## config.mk

```make
export PLATFORM = sky130hd
export DESIGN_NAME = matmul_seq_ctrl
export DESIGN_NICKNAME = d
export VERILOG_FILES = /design/src/rtl/matmul_pkg.sv /design/src/rtl/beat_counter.sv /design/src/rtl/matmul_seq_ctrl.sv
export SDC_FILE = /design/constraint.sdc
export NUM_CORES = 1
export LEC_CHECK = 0
export ABC_AREA = 1
export BUFFER_PORTS_ARGS = -buffer_cell sky130_fd_sc_hd__buf_2
export CAP_MARGIN = 20
export CORE_AREA = 2 2 219 221
export DETAILED_ROUTE_END_ITERATION = 6
export DIE_AREA = 0 0 221 223
export PLACE_DENSITY = 0.35
export SETUP_SLACK_MARGIN = 0.5
export SYNTH_ARGS = -nofsm -noshare
export SYNTH_HDL_FRONTEND = slang
export SYNTH_HIERARCHICAL = 1
export SYNTH_SLANG_ARGS = --single-unit
```

## constraint.sdc

```tcl
create_clock -name CLK -period 3.4 [get_ports CLK]
set_clock_uncertainty 0.1 [all_clocks]
set_input_delay 0.51 -clock CLK [delete_from_list [all_inputs] [get_ports CLK]]
set_output_delay 0.51 -clock CLK [all_outputs]
set_load 0.01 [all_outputs]
```

## src/rtl/matmul_pkg.sv

```systemverilog
// Shared state encoding and width defaults for the systolic matmul job sequencer.
package matmul_pkg;
  localparam int AXI_WIDTH_DEF = 128;
  localparam int CNT_W_DEF     = 8;

  typedef enum logic [2:0] {
    ST_IDLE      = 3'd0,
    ST_LOAD_X    = 3'd1,
    ST_LOAD_W    = 3'd2,
    ST_COMPUTE   = 3'd3,
    ST_WAIT_BUSY = 3'd4,
    ST_DRAIN     = 3'd5,
    ST_CLEAR     = 3'd6
  } state_t;
endpackage

```

## src/rtl/beat_counter.sv

```systemverilog
// Up-counter with a terminal flag at limit-1; self-clears on the terminal increment.
module beat_counter
  import matmul_pkg::*;
#(
  parameter int CNT_W = CNT_W_DEF
) (
  input  logic             CLK,
  input  logic             RST_N,
  input  logic             clr,
  input  logic             inc,
  input  logic [CNT_W-1:0] limit,
  output logic             last
);

  logic [CNT_W-1:0] cnt;

  // Comparing against limit-1 before incrementing keeps a 255-beat phase from wrapping.
  assign last = (cnt == limit - CNT_W'(1));

  always_ff @(posedge CLK) begin
    if (!RST_N) begin
      cnt <= '0;
    end else if (clr) begin
      cnt <= '0;
    end else if (inc) begin
      if (last) cnt <= '0;
      else      cnt <= cnt + CNT_W'(1);
    end
  end

endmodule

```

## src/rtl/matmul_seq_ctrl.sv

```systemverilog
// Job sequencer for one top_2dsys array: load X/W, compute, wait idle, drain, clear.
//   state     | meaning
//   IDLE      | waiting for a job descriptor, CFG_READY high
//   LOAD_X    | streaming X beats into the array (SA_RW_CO high)
//   LOAD_W    | streaming W beats into the array
//   COMPUTE   | SA_START high for CFG_START_CYC cycles
//   WAIT_BUSY | first cycle ignores busy, then waits for SA_SYS_BUSY low
//   DRAIN     | forwarding CFG_OUT_BEATS results to the output stream
//   CLEAR     | one-cycle SA_CLEAR / DONE pulse
module matmul_seq_ctrl
  import matmul_pkg::*;
#(
  parameter int AXI_WIDTH = AXI_WIDTH_DEF,
  parameter int CNT_W     = CNT_W_DEF
) (
  input  logic                 CLK,
  input  logic                 RST_N,
  input  logic                 CFG_VALID,
  output logic                 CFG_READY,
  input  logic [CNT_W-1:0]     CFG_X_BEATS,
  input  logic [CNT_W-1:0]     CFG_W_BEATS,
  input  logic [CNT_W-1:0]     CFG_START_CYC,
  input  logic [CNT_W-1:0]     CFG_OUT_BEATS,
  input  logic [AXI_WIDTH-1:0] IN_DATA,
  input  logic                 IN_VALID,
  output logic                 IN_READY,
  output logic [AXI_WIDTH-1:0] OUT_DATA,
  output logic                 OUT_VALID,
  input  logic                 OUT_READY,
  output logic [AXI_WIDTH-1:0] SA_IN,
  output logic                 SA_RW_CO,
  output logic                 SA_WR_INPUT,
  output logic                 SA_START,
  output logic                 SA_IORMAC,
  output logic                 SA_RD_OUTPUT,
  input  logic                 SA_WR_READY,
  input  logic                 SA_SYS_BUSY,
  input  logic                 SA_RD_READY,
  input  logic [AXI_WIDTH-1:0] SA_OUT,
  output logic                 SA_CLEAR,
  output logic                 DONE,
  output logic                 ERR,
  output logic [2:0]           STATE
);

  state_t           state;
  logic [CNT_W-1:0] x_beats, w_beats, start_cyc, out_beats;
  logic [CNT_W-1:0] cnt_limit;
  logic             cnt_clr, cnt_inc, cnt_last;
  logic             busy_armed, err_q, done_q, clear_q;
  logic             in_load, in_drain, wr_xfer, rd_xfer, cfg_zero;

  assign in_load  = (state == ST_LOAD_X) || (state == ST_LOAD_W);
  assign in_drain = (state == ST_DRAIN);
  assign cfg_zero = (CFG_X_BEATS == '0) || (CFG_W_BEATS == '0) ||
                    (CFG_START_CYC == '0) || (CFG_OUT_BEATS == '0);

  assign CFG_READY    = (state == ST_IDLE);
  assign IN_READY     = in_load & SA_WR_READY;
  assign wr_xfer      = IN_VALID & IN_READY;
  assign SA_WR_INPUT  = wr_xfer;
  assign SA_IN        = in_load ? IN_DATA : '0;
  assign OUT_VALID    = in_drain & SA_RD_READY;
  assign OUT_DATA     = in_drain ? SA_OUT : '0;
  assign rd_xfer      = OUT_VALID & OUT_READY;
  assign SA_RD_OUTPUT = rd_xfer;
  assign SA_RW_CO     = (state == ST_LOAD_X);
  assign SA_IORMAC    = in_load || (state == ST_COMPUTE);
  assign SA_START     = (state == ST_COMPUTE);
  assign SA_CLEAR     = clear_q;
  assign DONE         = done_q;
  assign ERR          = err_q;
  assign STATE        = state;

  // One counter serves every phase; the limit follows the active phase.
  always_comb begin
    cnt_limit = '0;
    case (state)
      ST_LOAD_X:  cnt_limit = x_beats;
      ST_LOAD_W:  cnt_limit = w_beats;
      ST_COMPUTE: cnt_limit = start_cyc;
      ST_DRAIN:   cnt_limit = out_beats;
      default:    cnt_limit = '0;
    endcase
  end

  assign cnt_clr = (state == ST_IDLE);
  assign cnt_inc = wr_xfer | (state == ST_COMPUTE) | rd_xfer;

  beat_counter #(.CNT_W(CNT_W)) u_beat_counter (
    .CLK   (CLK),
    .RST_N (RST_N),
    .clr   (cnt_clr),
    .inc   (cnt_inc),
    .limit (cnt_limit),
    .last  (cnt_last)
  );

  always_ff @(posedge CLK) begin
    if (!RST_N) begin
      state      <= ST_IDLE;
      x_beats    <= '0;
      w_beats    <= '0;
      start_cyc  <= '0;
      out_beats  <= '0;
      busy_armed <= 1'b0;
      err_q      <= 1'b0;
      done_q     <= 1'b0;
      clear_q    <= 1'b0;
    end else begin
      done_q  <= 1'b0;
      clear_q <= 1'b0;
      case (state)
        ST_IDLE: begin
          if (CFG_VALID) begin
            x_beats   <= CFG_X_BEATS;
            w_beats   <= CFG_W_BEATS;
            start_cyc <= CFG_START_CYC;
            out_beats <= CFG_OUT_BEATS;
            if (cfg_zero) begin
              err_q <= 1'b1;
            end else begin
              err_q <= 1'b0;
              state <= ST_LOAD_X;
            end
          end
        end
        ST_LOAD_X: if (wr_xfer && cnt_last) state <= ST_LOAD_W;
        ST_LOAD_W: if (wr_xfer && cnt_last) state <= ST_COMPUTE;
        ST_COMPUTE: begin
          if (cnt_last) begin
            state      <= ST_WAIT_BUSY;
            busy_armed <= 1'b0;
          end
        end
        // Busy lags start by a cycle, so the first WAIT_BUSY cycle never exits.
        ST_WAIT_BUSY: begin
          if (!busy_armed)       busy_armed <= 1'b1;
          else if (!SA_SYS_BUSY) state      <= ST_DRAIN;
        end
        ST_DRAIN: begin
          if (rd_xfer && cnt_last) begin
            state   <= ST_CLEAR;
            done_q  <= 1'b1;
            clear_q <= 1'b1;
          end
        end
        ST_CLEAR: state <= ST_IDLE;
        default:  state <= ST_IDLE;
      endcase
    end
  end

endmodule

```

### Word level (Yosys, flattened, before mapping)

Index checks and enable logic that the tools add are counted.

* register bits: 46
* input bits: 296
* output and inout bits: 270
* logic and storage cells: 67

* $add $sub $neg: 2
* equality and inequality tests: 14
* muxes and demuxes: 17
* bitwise operators: 7
* reduce and logical (&&, ||, !) cells: 18

Operators with widths (number)
* $mux 128: 2
* $logic_not 8->1: 4
* $pmux 8 s4: 1
* $mux 3: 8
* $pmux 3 s6: 1
* $add 8x1->8 const B: 1
* $eq 8x8->1: 1
* $mux 8: 1
* $ne 2x1->1 const B: 4
* $ne 2x2->1 const B: 4
* $reduce_and 8->1: 1
* $sub 8x1->8 const B: 1
* $eq 3x2->1 const B: 2
* $eq 3x3->1 const B: 2
* $reduce_and 2->1: 3
* $logic_or 1x1->1: 5
* $and 1x1->1: 4
* $eq 3x1->1 const B: 1
* $logic_not 3->1: 1
* $mux 1: 3
* $logic_and 1x1->1: 2
* $or 1x1->1: 2
* $pmux 1 s2: 1
* $reduce_bool 2->1: 1
* 2 further kinds: 2

### Depth between registers and ports, before layout

* depth in word-level cells: 7
* depth in mapped cells: 23
* gate-level depth less buffers: 22

### By module

The synthesis kept the hierarchy.

By module, submodules not included
* matmul_seq_ctrl: times used 1, cells an instance 797, area an instance 4912.2 um^2, seq. area each 760.7 um^2
* beat_counter: times used 1, cells an instance 113, area an instance 665.6 um^2, seq. area each 160.2 um^2

### Least setup slack after synthesis

No wires, ideal clock.

* kind: flip-flop to flip-flop
* start point: register state[2] (netlist: STATE[2])
* end point: register state[2] (netlist: STATE[2])
* library setup time: 0.115 ns
* arrival time: 2.814 ns
* data required time: 3.185 ns
* setup slack: 0.371 ns
* cell stages (with the launch flop): 23
* path buffers: 0
* clock period less this slack: 3.029 ns
* cells stage by stage: dfxtp_1 -> inv_2 -> nand3_1 -> inv_2 -> a221o_1 -> inv_1 -> ha_1 -> inv_1 -> nand2_1 -> nand2_1 -> nand2_1 -> nor2_1 -> nand3_1 -> nor2_1 -> nand2_1 -> inv_1 -> inv_1 -> o31ai_1 -> nand2_1 -> nor2_4 -> nand3_1 -> nand2_1 -> nor2_1

* word-level cells in the longest chain between the ends: 7
* elaborated cells on any way between the ends: 26
* those cells by class: add/sub (1); eq/ne (14); mux (2); bitwise (4); reduce/logical (5)

Ends and longest elaborated chain
* start: declaration: RTL line matmul_seq_ctrl.sv:46 `state_t state;`
* start signal: assignment: RTL line matmul_seq_ctrl.sv:101 `state <= ST_IDLE;`
* start signal: assignment: RTL line matmul_seq_ctrl.sv:124 `state <= ST_LOAD_X;`
* start signal: assignment: RTL line matmul_seq_ctrl.sv:128 `ST_LOAD_X: if (wr_xfer && cnt_last) state <= ST_LOAD_W;`
* $eq 3x2->1 *
* net SA_START: RTL line matmul_seq_ctrl.sv:33 `output logic SA_START,`
* $pmux 8 s4 *: RTL line matmul_seq_ctrl.sv:78 `case (state)`
* net cnt_limit[0]: RTL line matmul_seq_ctrl.sv:48 `logic [CNT_W-1:0] cnt_limit;`
* $sub 8x1->8 *: RTL line beat_counter.sv:18 `assign last = (cnt == limit - CNT_W'(1));`
* $eq 8x8->1 *: RTL line beat_counter.sv:18
* net cnt_last: RTL line matmul_seq_ctrl.sv:49 `logic cnt_clr, cnt_inc, cnt_last;`
* $logic_and 1x1->1, on equally long branches: RTL line matmul_seq_ctrl.sv:128, matmul_seq_ctrl.sv:129, matmul_seq_ctrl.sv:142
* $ne 2x1->1 (no line)
* $reduce_and 8->1 (no line) *

The timed path passes the listed nets; every way through them passes the cells marked *.
A chain may end at the register's enable or synchronous reset.

### Final worst setup path

* start point: register state[1] (netlist: STATE[1])
* end point: register state[1] (netlist: STATE[1])

* word-level cells in the longest chain between the ends: 7
* elaborated cells on any way between the ends: 26
* those cells by class: add/sub (1); eq/ne (14); mux (2); bitwise (4); reduce/logical (5)

Ends and longest elaborated chain (RTL line)
* $eq 3x3->1 (tied with other cells): matmul_seq_ctrl.sv:78
* $pmux 8 s4 *: matmul_seq_ctrl.sv:78
* net cnt_limit[4]: matmul_seq_ctrl.sv:48
* $sub 8x1->8 *: beat_counter.sv:18
* $eq 8x8->1 *: beat_counter.sv:18
* net cnt_last: matmul_seq_ctrl.sv:49
* $logic_and 1x1->1, on equally long branches: matmul_seq_ctrl.sv:128, matmul_seq_ctrl.sv:129, matmul_seq_ctrl.sv:142
* $ne 2x1->1 (no line)
* $reduce_and 8->1 (no line) *

Marks and branches as above.

==> flow_summary.yaml <==
floorplan:
  die_h_um: 223
  dieArea_um2: 49280
  initial_core_util_pct: 11.83
  die_x_um: 221
  rows: 80
  coreArea_um2: 47150
  io_pins: 566
route:
  drt_pass1_iterations: 4
  ant_nets: 0
  wl_per_cell_um: 16.28
  dr.first_iter.drc_count: 274
  drc: 0
  totalWireLength_um: 34030
  routed_via_density: 3.409
  vias: 7129
worst_setup_path:
  cp_num_buf_inv: 4
  path_cells: "buf_12, nand3_4, buf_6, o22ai_4, a221o_1, nor2_2, nand2_1, nor2_1, nand2_1, nand2_1, nand2_2, nor2_4, nand2_2, inv_2, buf_6, nor2_4, a21oi_2, nand2_1, nor2_4, nand3_1, nand2_1, nor2_1"
  start_kind: "register"
  cpLargestDelayFamily: "simple AND/OR/NAND/NOR gates"
  critPathKind: "reg -> reg"
  slowest_delay_ns: 0.37
  cp_max_fo: 6
  cp.required_ns: 3.49
  end_kind: "register"
  cp.arrival_ns: 2.95
  cp_slowest_cell: "dfxtp_4"
  worst_path_most_repeated_cell: "nand2_1"
placement:
  place_congestion: 0.8367
  dp_hpwl_um: 30870
  port_buffers: 565
  place_inst: 2060
power_and_ir_drop:
  finalPower_mw: 4.347
  leakage_nw: 5.815
  peakVddDrop_v: 0.0003122
  p_per_area_nw_per_um2: 467.6
timing:
  whs_ns: 0.3675
  slew_headroom_pct: 57.09
  final.setup.tns_ns: 0
  slew_viol_final: 0
  period_minus_slack_ns: 2.855
  finalHoldViolations: 0
  worst_slew_pin_slew_ns: 0.6436
  setup_violations: 0
  fin_crit_sh_pct: 83.96
  max_freq_ghz: 0.3503
  rsz0062_at_grt: "yes"
clocking:
  clock_sinks: 46
  path_clk_slew_ns: 0.07
  cts_hold_buffers: 0
  cts.htree.levels: 2
  clock_latency_ns: 0.29
  cts_root_buf: "clkbuf_16"
  clockBufferDepth: 2
  numCtsBuffers: 5
  cts_tree: "built"
synth:
  async_flop_share_pct: 0
  yosysTopAreaCell: "inv_1"
  yosys.area.top_type_share_pct: 20.79
  yosysUniqueCellTypes: 31
  synth_edf_count: 0
  yosysWarnings: 6
  avgSynthCellArea_um2: 6.130
  syn_inst: 910
  synthFlopType: "dfxtp_1"
  netlist_area_um2: 5578
  synthTopCellsByArea: "inv_1, nor2_4, dfxtp_1"
  seq_area_frac_synth_pct: 16.51
  ys_ff_latch: 46
  syn_nets: 1208
layout:
  post-route-util_pct: 19.72
  drive_gt1_share_pct: 51.06
  final_common_cell: "buf_2"
  final_net_count: 1766
  mostFrequentLayoutCells: "buf_2, inv_1, nor2_1"
  instances_no_fill: 2091
  area_growth_pct: 66.69
  fill_cells: 5537
global_routing:
  grt_pass1_wl_um: 47620
  antenna_found_initial: 18
  grt_use_met1_pct: 17.65
  grt_pass1_vias: 7009
  grt_overflow_total: 0
  track_usage_pct: 13.06
  grt_max_degree: 129
  grtUsageMet2_pct: 19.42
  busiest_layer: "met2"
  met3_usage_pct: 5.742
run:
  cap_violations: 0
run_status:
  status: "finished clean"
hold_path:
  min_path_type: "reg -> reg"
-- worst min-delay path, stage by stage, from the launching register on --
cell     delay (ns)
dfxtp_1        0.31
nand2_1        0.06
a21oi_1        0.05
-- where the power goes --
group | total [mW] | switching [mW] | internal [mW]
sequential | 0.720 | 0.0664 | 0.654
clock | 0.522 | 0.226 | 0.296
combinational | 3.11 | 1.97 | 1.13
-- metrics by stage --
stage                     instance area, µm²  setup slack (ns)
final                                   9298            0.5453
after global routing                    9290            0.3128
after CTS                               9198            0.4873
after detailed placement                8803            0.1953
after global placement                  8803            0.1924
after floorplan                         5583            0.5107
-- cells by family (layout without fill, tap and decap cells) --
| group | count (synthesis) | in the layout | synth area share (%) |
|---|---|---|---|
| and+or+nand+nor | 419 | 419 | 43.43 |
| buffers and inverters | 356 | 915 | 29.99 |
| other | 0 | 7 | 0 |
| adders and majority gates | 2 | 2 | 0.4486 |
| xor gates and xnor gates | 10 | 10 | 1.570 |
| AOI/OAI and AO/OA | 77 | 77 | 8.053 |
| DFF | 46 | 46 | 16.51 |
-- final timing paths --
check / start / end / slack (ns) / cells past startpoint
worst max-delay path: STATE[1] / STATE[1] / 0.55 / 22
worst min register to register: out_beats[0] / out_beats[0] / 0.37 / 2
worst max register to register: STATE[1] / STATE[1] / 0.55 / 22
worst min-delay path: out_beats[0] / out_beats[0] / 0.37 / 2
-- layout make-up --
cell class,count,area [µm²],share of cell area [%]
antenna,7,17.52,0.1884
clock buffer,6,138.9,1.494
multi-input combinational,508,3146,33.83
clock inverter,2,15.01,0.1615
tap,615,769.5,8.276
timing repair buffer,590,3068,33.00
sequential,46,932.1,10.03
inverter,317,1211,13.03
-- flip-flops by register name, summed over array words and instances, names as in the netlist --
| signal | cells |
|---|---|
| ERR | 1 |
| SA_CLEAR | 1 |
| STATE | 3 |
| busy_armed | 1 |
| out_beats | 8 |
| start_cyc | 8 |
| u_beat_counter/cnt | 8 |
| w_beats | 8 |
| x_beats | 8 |
-- cells in the mapped netlist, types with 6 or more instances --
cell     number
a21oi_1      38
a221o_1       8
buf_12       11
buf_6        18
dfxtp_1      46
inv_1       309
inv_2         6
nand2_1      87
nand3_1      12
nor2_1      200
nor2_4      103
o21ai_0      20
o22ai_1       8
-- repair_timing --
| item | 4_1_cts | 5_1_grt |
|---|---|---|
| pin swaps | 17 | 17 |
| buffers inserted | 15 | 1 |
| endpoints found under the setup margin | 3 | 3 |
| gates resized for setup | 29 | 18 |
-- per-layer routing --
metal  up-vias  part of all wire, %
met5         -                 0.26
met4        14                 0.63
met3        24                   10
met2       265                   42
met1      3179                   47
li1       3647                    -
Note: power is estimated with default switching activity, not from simulation.
